<file path="src/rtl/wr_cmd_buffer_pkg.sv">
// Shared definitions for the write-command buffer.
// Holds the default address/data widths, the default FIFO depth and the
// command layout ({adr, data}) that is stored in each FIFO entry.
package wr_cmd_buffer_pkg;

    localparam int AW_DEF         = 25;
    localparam int DW_DEF         = 32;
    localparam int DEPTH_LOG2_DEF = 3;

    // One stored command; address sits in the upper bits of the entry.
    typedef struct packed {
        logic [AW_DEF-1:0] adr;
        logic [DW_DEF-1:0] data;
    } wr_cmd_t;

    localparam int CMD_W_DEF = $bits(wr_cmd_t);

    function automatic int cmd_width(input int aw, input int dw);
        return aw + dw;
    endfunction

endpackage

</file>
<file path="src/rtl/wr_cmd_ram.sv">
// Command storage for wr_cmd_buffer.
// 2^DEPTH_LOG2 entries of WIDTH bits, one synchronous write port and one
// asynchronous read port, so the FIFO head is visible without a read cycle.
// Ports:
//   clk      system clock
//   we       write enable
//   wr_addr  write slot
//   wr_data  entry to store
//   rd_addr  read slot (FIFO head)
//   rd_data  entry at rd_addr, combinational
module wr_cmd_ram #(
    parameter int DEPTH_LOG2 = 3,
    parameter int WIDTH      = 57
) (
    input  logic                  clk,
    input  logic                  we,
    input  logic [DEPTH_LOG2-1:0] wr_addr,
    input  logic [WIDTH-1:0]      wr_data,
    input  logic [DEPTH_LOG2-1:0] rd_addr,
    output logic [WIDTH-1:0]      rd_data
);

    logic [WIDTH-1:0] mem [2**DEPTH_LOG2];

    always_ff @(posedge clk) begin
        if (we) begin
            mem[wr_addr] <= wr_data;
        end
    end

    assign rd_data = mem[rd_addr];

endmodule

</file>
<file path="src/rtl/wr_cmd_buffer.sv">
// Write-command buffer between the test pattern writer and the SDRAM
// controller write port. Every single-cycle strobe is queued in a small
// first-word-fall-through FIFO and offered to the controller with a
// valid/ready handshake. Occupancy, accepted-command count and a sticky
// overflow flag are reported.
// Ports:
//   clk, rst_n          clock, asynchronous active-low reset
//   w, adr, d           write strobe with address/data from the pattern writer
//   cmd_valid/adr/d     head command towards the controller
//   cmd_ready           controller takes the head this cycle
//   full, empty, level  occupancy, derived from registered pointers only
//   ovf, clr_ovf        sticky drop flag and its synchronous clear
//   wr_count            saturating count of accepted strobes
module wr_cmd_buffer
    import wr_cmd_buffer_pkg::*;
#(
    parameter int AW         = AW_DEF,
    parameter int DW         = DW_DEF,
    parameter int DEPTH_LOG2 = DEPTH_LOG2_DEF
) (
    input  logic                  clk,
    input  logic                  rst_n,
    input  logic                  w,
    input  logic [AW-1:0]         adr,
    input  logic [DW-1:0]         d,
    output logic                  cmd_valid,
    output logic [AW-1:0]         cmd_adr,
    output logic [DW-1:0]         cmd_d,
    input  logic                  cmd_ready,
    output logic                  full,
    output logic                  empty,
    output logic [DEPTH_LOG2:0]   level,
    output logic                  ovf,
    input  logic                  clr_ovf,
    output logic [31:0]           wr_count
);

    localparam int PW = DEPTH_LOG2 + 1;
    localparam int CW = cmd_width(AW, DW);

    logic [PW-1:0] wr_ptr;
    logic [PW-1:0] rd_ptr;
    logic          push;
    logic          pop;
    logic          drop;
    logic [CW-1:0] head;

    // The extra pointer bit separates full from empty when the slot bits match.
    assign empty = (wr_ptr == rd_ptr);
    assign full  = (wr_ptr[PW-1] != rd_ptr[PW-1]) &&
                   (wr_ptr[PW-2:0] == rd_ptr[PW-2:0]);
    assign level = wr_ptr - rd_ptr;

    assign cmd_valid = !empty;
    assign pop       = cmd_valid && cmd_ready;
    // A pop in the same cycle frees the slot, so a full FIFO still accepts.
    assign push      = w && (!full || pop);
    assign drop      = w && full && !pop;

    wr_cmd_ram #(
        .DEPTH_LOG2 (DEPTH_LOG2),
        .WIDTH      (CW)
    ) u_ram (
        .clk     (clk),
        .we      (push),
        .wr_addr (wr_ptr[PW-2:0]),
        .wr_data ({adr, d}),
        .rd_addr (rd_ptr[PW-2:0]),
        .rd_data (head)
    );

    // Storage is not reset, so the head is masked to zero while empty.
    assign {cmd_adr, cmd_d} = empty ? '0 : head;

    always_ff @(posedge clk or negedge rst_n) begin
        if (!rst_n) begin
            wr_ptr <= '0;
            rd_ptr <= '0;
        end else begin
            if (push) begin
                wr_ptr <= wr_ptr + 1'b1;
            end
            if (pop) begin
                rd_ptr <= rd_ptr + 1'b1;
            end
        end
    end

    always_ff @(posedge clk or negedge rst_n) begin
        if (!rst_n) begin
            wr_count <= '0;
        end else if (push && (wr_count != 32'hFFFF_FFFF)) begin
            wr_count <= wr_count + 32'd1;
        end
    end

    // A drop in the same cycle as clr_ovf keeps the flag set.
    always_ff @(posedge clk or negedge rst_n) begin
        if (!rst_n) begin
            ovf <= 1'b0;
        end else if (drop) begin
            ovf <= 1'b1;
        end else if (clr_ovf) begin
            ovf <= 1'b0;
        end
    end

endmodule

</file>
<file path="config.mk">
export PLATFORM = sky130hd
export DESIGN_NAME = wr_cmd_buffer
export DESIGN_NICKNAME = d
export VERILOG_FILES = /design/src/rtl/wr_cmd_buffer_pkg.sv /design/src/rtl/wr_cmd_ram.sv /design/src/rtl/wr_cmd_buffer.sv
export SDC_FILE = /design/constraint.sdc
export NUM_CORES = 1
export LEC_CHECK = 0
export BUFFER_PORTS_ARGS = -buffer_cell sky130_fd_sc_hd__buf_2
export CAP_MARGIN = 30
export CORE_MARGIN = 2
export CORE_UTILIZATION = 55
export CTS_CLUSTER_SIZE = 24
export DETAILED_ROUTE_END_ITERATION = 10
export GPL_ROUTABILITY_DRIVEN = 0
export PLACE_DENSITY = 0.74
export SLEW_MARGIN = 40
export SYNTH_ARGS = -nofsm -noshare
export SYNTH_HDL_FRONTEND = slang
export SYNTH_SLANG_ARGS = --single-unit
</file>
<file path="constraint.sdc">
create_clock -name clk -period 9.8 [get_ports clk]
set_input_delay 1.96 -clock clk [delete_from_list [all_inputs] [get_ports clk]]
set_output_delay 1.96 -clock clk [all_outputs]
set_load 0.01 [all_outputs]
</file>
==> out/metrics.cfg, run 1 <==
[power]
pwr-share-comb=0.319
p_per_area_nw_per_um2=303
cellInternalPower_mw=4.63
seq_power_share=0.414
vdd_ir_drop_max_mv=0.291
p_switching_mw=2.14
total_power_mw=6.77
clock_power_share=0.268
switching_share=0.316
p_leak_nw=7.71

[logic_synthesis]
syn_nets=1067
synth_ff_type=edfxtp_1
syn-cell-area_um2=19400
synthMuxAreaShare=0.134
yosysUniqueCellTypes=42
synth_fa_ha_area_frac=0.00491
synth.avg_cell_area_um2=19.4
synthCells=998
ys_warn_count=0
synth_xor_area_frac=0.0172
yosysSeqAreaShare=0.760
async_flop_share=0.0825
synth_compound_area_frac=0.0192
yosys.area_share.simple=0.0504
synth_edf_count=456
synth_seq_cells=497
synth_top_family_by_area=multiplexers

[critical_path]
ff2ff_setup_slack_ns=5.81
critPathKind=flop to primary output
cp-start-kind=flop
worst_ep_required_time_ns=7.84
reg2reg_from=rd_ptr[1]$_DFFE_PN0P_
crit_path_end_kind=primary output
crit_fanout=33
rr_worst_depth=7
reg2reg_to=u_ram.mem[7][13]$_DFFE_PP_
crit_arrival_ns=3.33

[clock_tree]
cts_buffer_depth=3
cts_setup_buffers=0
postCtsHoldBufs=0
cts_resized=0
clockRootBuffer=clkbuf_16
htree_num_levels=2
cts.reportedPaths.clkPinSlew_ns=0.06
cts_sinks=497
tritoncts=yes
cts_buffers=49
clock_latency_ns=0.58

[global_route]
grt_pass1_wl_um=58800
grt_max_degree=60
track_usage=0.217
grt-ovfl-total=0
antenna_found_initial=3
grt_pass1_vias=9951

[place]
placedCellCount=1580
dp_hpwl_um=21300
place_area_um2=20800
numPortBuffers=158

[detailed_routing]
firstDrtPassIters=5
wl_um=38900
viasPerCell=5.89
drc=0
routedWlPerCell_um=23.2
drt_iter0_drc=846
ant_nets=0
dr_total_vias=9868

[run_status]
status=complete, no violations

[final_layout]
finalNonFillerCells=1676
fin_area_um2=22400
area_growth_pct=15.4
drive_gt1_frac=0.319
nFillCells=2317
nets=1246

[sta]
hold_viol_final=0
setup-violations-final=0
fmax_ghz=0.189
worst_pin_slew_ns=0.790
rsz0062_at_grt=false
maxSlewHeadroom=0.469
fin_skew_ns=0.0171
final.min_clock_period_ns=5.29
drv_slew=0
fin_hold_ws_ns=0.497
fin_crit_sh=0.539
finalSetupTns_ns=0

[hold_path]
holdPathEnd=rd_ptr[3]$_DFFE_PN0P_
hold_class=flop to flop
hold_path_depth=1
min_from=rd_ptr[3]$_DFFE_PN0P_

[die]
core_um2=34600
rows=68
die_h_um=192
io-pin-count=159
initial_core_util=0.560
die_area_um2=36700
die_x_um=192

[flow_run]
cap_violations=0

==> sequential cells by signal (all words and copies together) (netlist names) <==
register / count
u_ram.mem: 456
wr_count: 32
rd_ptr: 4
wr_ptr: 4
ovf: 1
==> how the worst max path moves through the flow <==
stage | slack [ns] | endpoint | start | cells past startpoint
floorplan | 1.49 | u_ram.mem[0][0]$_DFFE_PP_ | cmd_ready | 3
global placement | 4.79 | cmd_adr[21] | rd_ptr[1]$_DFFE_PN0P_ | 7
detailed placement | 5.01 | u_ram.mem[7][11]$_DFFE_PP_ | cmd_ready | 5
CTS | 4.45 | cmd_adr[21] | rd_ptr[1]$_DFFE_PN0P_ | 7
global route | 4.33 | cmd_adr[21] | rd_ptr[1]$_DFFE_PN0P_ | 7
finish | 4.51 | cmd_adr[21] | rd_ptr[1]$_DFFE_PN0P_ | 7
==> cell families (layout without fill, tap and decap cells) <==
logic type / after synthesis / after routing
compound gates: 67 / 67
xor+xnor: 38 / 38
fa+ha+maj: 7 / 7
buf+inv: 63 / 283
flops: 497 / 497
mux: 117 / 117
other cells: 0 / 3
simple gates: 209 / 209
==> cell usage after synthesis, types with 3 or more instances <==
cell type / instances / area share
mux4_2: 114 / 0.13
buf_1: 5 / 0.00097
inv_1: 11 / 0.0021
nand4_1: 13 / 0.0042
ha_1: 6 / 0.0039
a21oi_1: 58 / 0.015
mux2_2: 3 / 0.0017
xnor2_1: 30 / 0.014
nor2_1: 8 / 0.0015
o21ai_0: 3 / 0.00077
dfrtp_1: 41 / 0.053
and3_1: 6 / 0.0019
xor2_1: 8 / 0.0036
clkbuf_1: 29 / 0.0056
edfxtp_1: 456 / 0.71
buf_2: 15 / 0.0039
nor3_1: 7 / 0.0018
nor4_1: 6 / 0.0019
nand2_1: 130 / 0.025
nand3_1: 22 / 0.0057
==> worst max-delay path: stages (launching register included) <==
cell and delay [ns]:
dfrtp_4 0.74, inv_1 0.10, ha_1 0.34, nand4_1 0.21, inv_2 0.54, buf_4 0.48
a21oi_1 0.14, buf_2 0.17
==> cells in the final DEF, fill, tap and decap left out, drive strengths merged <==
master and instances:
diode 3, o211ai 1, xor2 8, nor3b 1, o21ai 3, nand3b 2, and4 5, o31ai 1
or4 1, a21o 1, clkbuf 66, and3 7, edfxtp 456, or3 3, nor3 8, buf 180
xnor2 30, and2 1, nand4 14, fa 1, o31a 1, nand2 130, mux4 114, mux2 3
ha 6, a2111oi 1, nor4 6, o41ai 1, inv 12, clkinv 15, bufinv 3, clkinvlp 7
nor2 8, nand3 23, a21oi 58, dfrtp 41
==> cell type report <==
| type | instances | area [um^2] | share of cell area |
|---|---|---|---|
| Multi-Input combinational cell | 438 | 4420 | 0.198 |
| Timing Repair Buffer | 180 | 1030 | 0.0461 |
| Sequential cell | 497 | 14700 | 0.658 |
| Clock inverter | 26 | 214 | 0.00957 |
| Inverter | 11 | 41.3 | 0.00185 |
| Antenna cell | 3 | 7.51 | 0.000336 |
| Clock buffer | 66 | 1350 | 0.0605 |
| Tap cell | 455 | 569 | 0.0255 |
==> layer usage <==
layer	up-vias	share of wire	GRT usage	routed length, um
met5	-	0	0	0
met3	65	0.062	0.0386	2410
met2	353	0.49	0.345	19000
met4	0	0.024	0.0734	938
met1	5112	0.43	0.309	16500
li1	4338	-	-	-
==> power by group through the flow <==
stage / Clock [mW] / Sequential (mW) / Combinational, mW
global placement: 0 / 2.91 / 2.06
CTS: 1.84 / 2.80 / 2.19
floorplan: 0 / 2.80 / 1.44
finish: 1.81 / 2.80 / 2.16
global route: 1.93 / 2.83 / 2.34
detailed placement: 0 / 2.84 / 2.18
==> stage by stage <==
stage	util	setup slack, ns
CTS	0.645	4.45
global route	0.646	4.33
floorplan	-	1.49
finish	0.646	4.51
global placement	0.597	4.79
detailed placement	0.600	5.01
Note: power is estimated with default switching activity, not from simulation.
==> run 2: changes to the inputs <==
- CORE_UTILIZATION: 55 -> 54
- PLACE_DENSITY: 0.74 -> 0.76
- clock period: 9.8 -> 4.86 ns (I/O delays scaled with it)
==> out/metrics.cfg, run 2 (synthesized netlist as in run 1, its figures left out) <==
[critical_path]
ff2ff_setup_slack_ns=1.51
reg2reg_from=wr_ptr[0]$_DFFE_PN0P_
worstPathCellList=inv_1 -> ha_1 -> nand4_1 -> inv_2 -> buf_4 -> a21oi_1 -> buf_2
crit_arrival_ns=3.07
crit_path_end_kind=primary output
cp-start-kind=flop
crit_fanout=26
slowest_stage=dfrtp_1
rr_worst_depth=7
critPathMaxStageDelay_ns=0.55
critPathKind=flop to primary output
worst_ep_required_time_ns=3.89
reg2reg_to=u_ram.mem[7][30]$_DFFE_PP_

[place]
numPortBuffers=158
placedCellCount=1586
place_area_um2=20900
dp_hpwl_um=21600
post-place-ws_ns=1.45

[clock_tree]
clock_latency_ns=0.58
cts_resized=0
htree_num_levels=2
postCtsHoldBufs=0
cts_buffers=49
cts_setup_buffers=0
cts_sinks=497
cts_buffer_depth=3
cts.reportedPaths.clkPinSlew_ns=0.06
clockRootBuffer=clkbuf_16
tritoncts=yes

[final_layout]
area_growth_pct=15.7
finalNonFillerCells=1677
largest_register=u_ram.mem
drive_gt1_frac=0.319
reg_top3=u_ram.mem (456), wr_count (32)
layout_common_cells=edfxtp_1, buf_2, nand2_1, mux4_2, a21oi_1
nFillCells=2428
final_common_cell=edfxtp_1
largest_reg_flops=456
nets=1246
fin_util=0.632
fin_area_um2=22400

[global_route]
grt_pass1_vias=10300
grt_max_degree=119
grt-ovfl-total=0
grt_pass1_wl_um=61000
track_usage=0.214
antenna_found_initial=4

[sta]
fin_skew_ns=0.0126
hold_viol_final=0
fin_crit_sh=0.832
drv_slew=0
final.min_clock_period_ns=4.05
setup-violations-final=0
layout_setup_ws_ns=0.815
rsz0062_at_grt=false
fmax_ghz=0.247
fin_hold_ws_ns=0.380
maxSlewHeadroom=0.420
finalSetupTns_ns=0
worst_pin_slew_ns=0.870

[detailed_routing]
routedWlPerCell_um=23.6
dr_total_vias=9994
wl_um=39600
drt_iter0_drc=785
drc=0
viasPerCell=5.96
ant_nets=0
firstDrtPassIters=6

[die]
die_x_um=193
initial_core_util=0.546
die_h_um=193
core_um2=35500
io-pin-count=159
die_area_um2=37400
rows=69

[hold_path]
hold_class=input pin to asynchronous set/reset pin

[power]
vdd_ir_drop_max_mv=0.563
p_per_area_nw_per_um2=612
total_power_mw=13.7
p_leak_nw=7.75

[run_status]
status=complete, no violations

[flow_run]
cap_violations=0

run 2: cell count changes in the layout (fill, tap and decap cells not counted), moves of 3 or more:
cell / change
clkinv_2: +5
clkinvlp_4: -6
clkbuf_1: -4
buf_12: +3
buf_4: -3
run 2: final cells by class:
type	count	area (um^2)	share of cell area
tap	461	577	0.0257
clock buffer	60	1310	0.0584
multi-input combinational	438	4450	0.199
timing repair buffer	180	1100	0.0491
clock inverter	28	210	0.00937
inverter	11	41.3	0.00184
antenna	2	5.00	0.000223
sequential	497	14700	0.657
run 2: worst max-delay path, delay by kind of cell, from the launching register on:
| family | cells | cell delay (ns) |
|---|---|---|
| DFF | 1 | 0.55 |
| and+or+nand+nor | 1 | 0.21 |
| buffers and inverters | 4 | 1.26 |
| adders and majority gates | 1 | 0.35 |
| AOI/OAI and AO/OA | 1 | 0.11 |
run 2: worst max-delay path by stage:
stage	start	to	slack [ns]	depth (start not counted)
final	wr_ptr[0]$_DFFE_PN0P_	cmd_adr[20]	0.81	7
after global routing	wr_ptr[0]$_DFFE_PN0P_	cmd_adr[20]	0.65	7
after CTS	rd_ptr[0]$_DFFE_PN0P_	cmd_d[6]	0.81	7
after detailed placement	rd_ptr[0]$_DFFE_PN0P_	cmd_adr[6]	1.45	7
after global placement	cmd_ready	u_ram.mem[7][32]$_DFFE_PP_	1.54	5
after floorplan	rd_ptr[1]$_DFFE_PN0P_	u_ram.mem[1][0]$_DFFE_PP_	-1.59	9
run 2: where the power goes:
group | leakage, nW | internal [mW] | switching, mW | total [mW]
clock network | 0.749 | 2.07 | 1.52 | 3.59
logic | 2.33 | 1.92 | 2.64 | 4.56
registers | 4.67 | 5.35 | 0.219 | 5.57
run 2: layer usage:
layer | share of wire | wire length (um) | track usage | vias up
li1 | - | - | - | 4348
met1 | 0.43 | 17100 | 0.302 | 5251
met2 | 0.49 | 19300 | 0.342 | 325
met3 | 0.062 | 2440 | 0.0453 | 64
met4 | 0.021 | 825 | 0.0664 | 6
met5 | 0.00093 | 37 | 0 | -
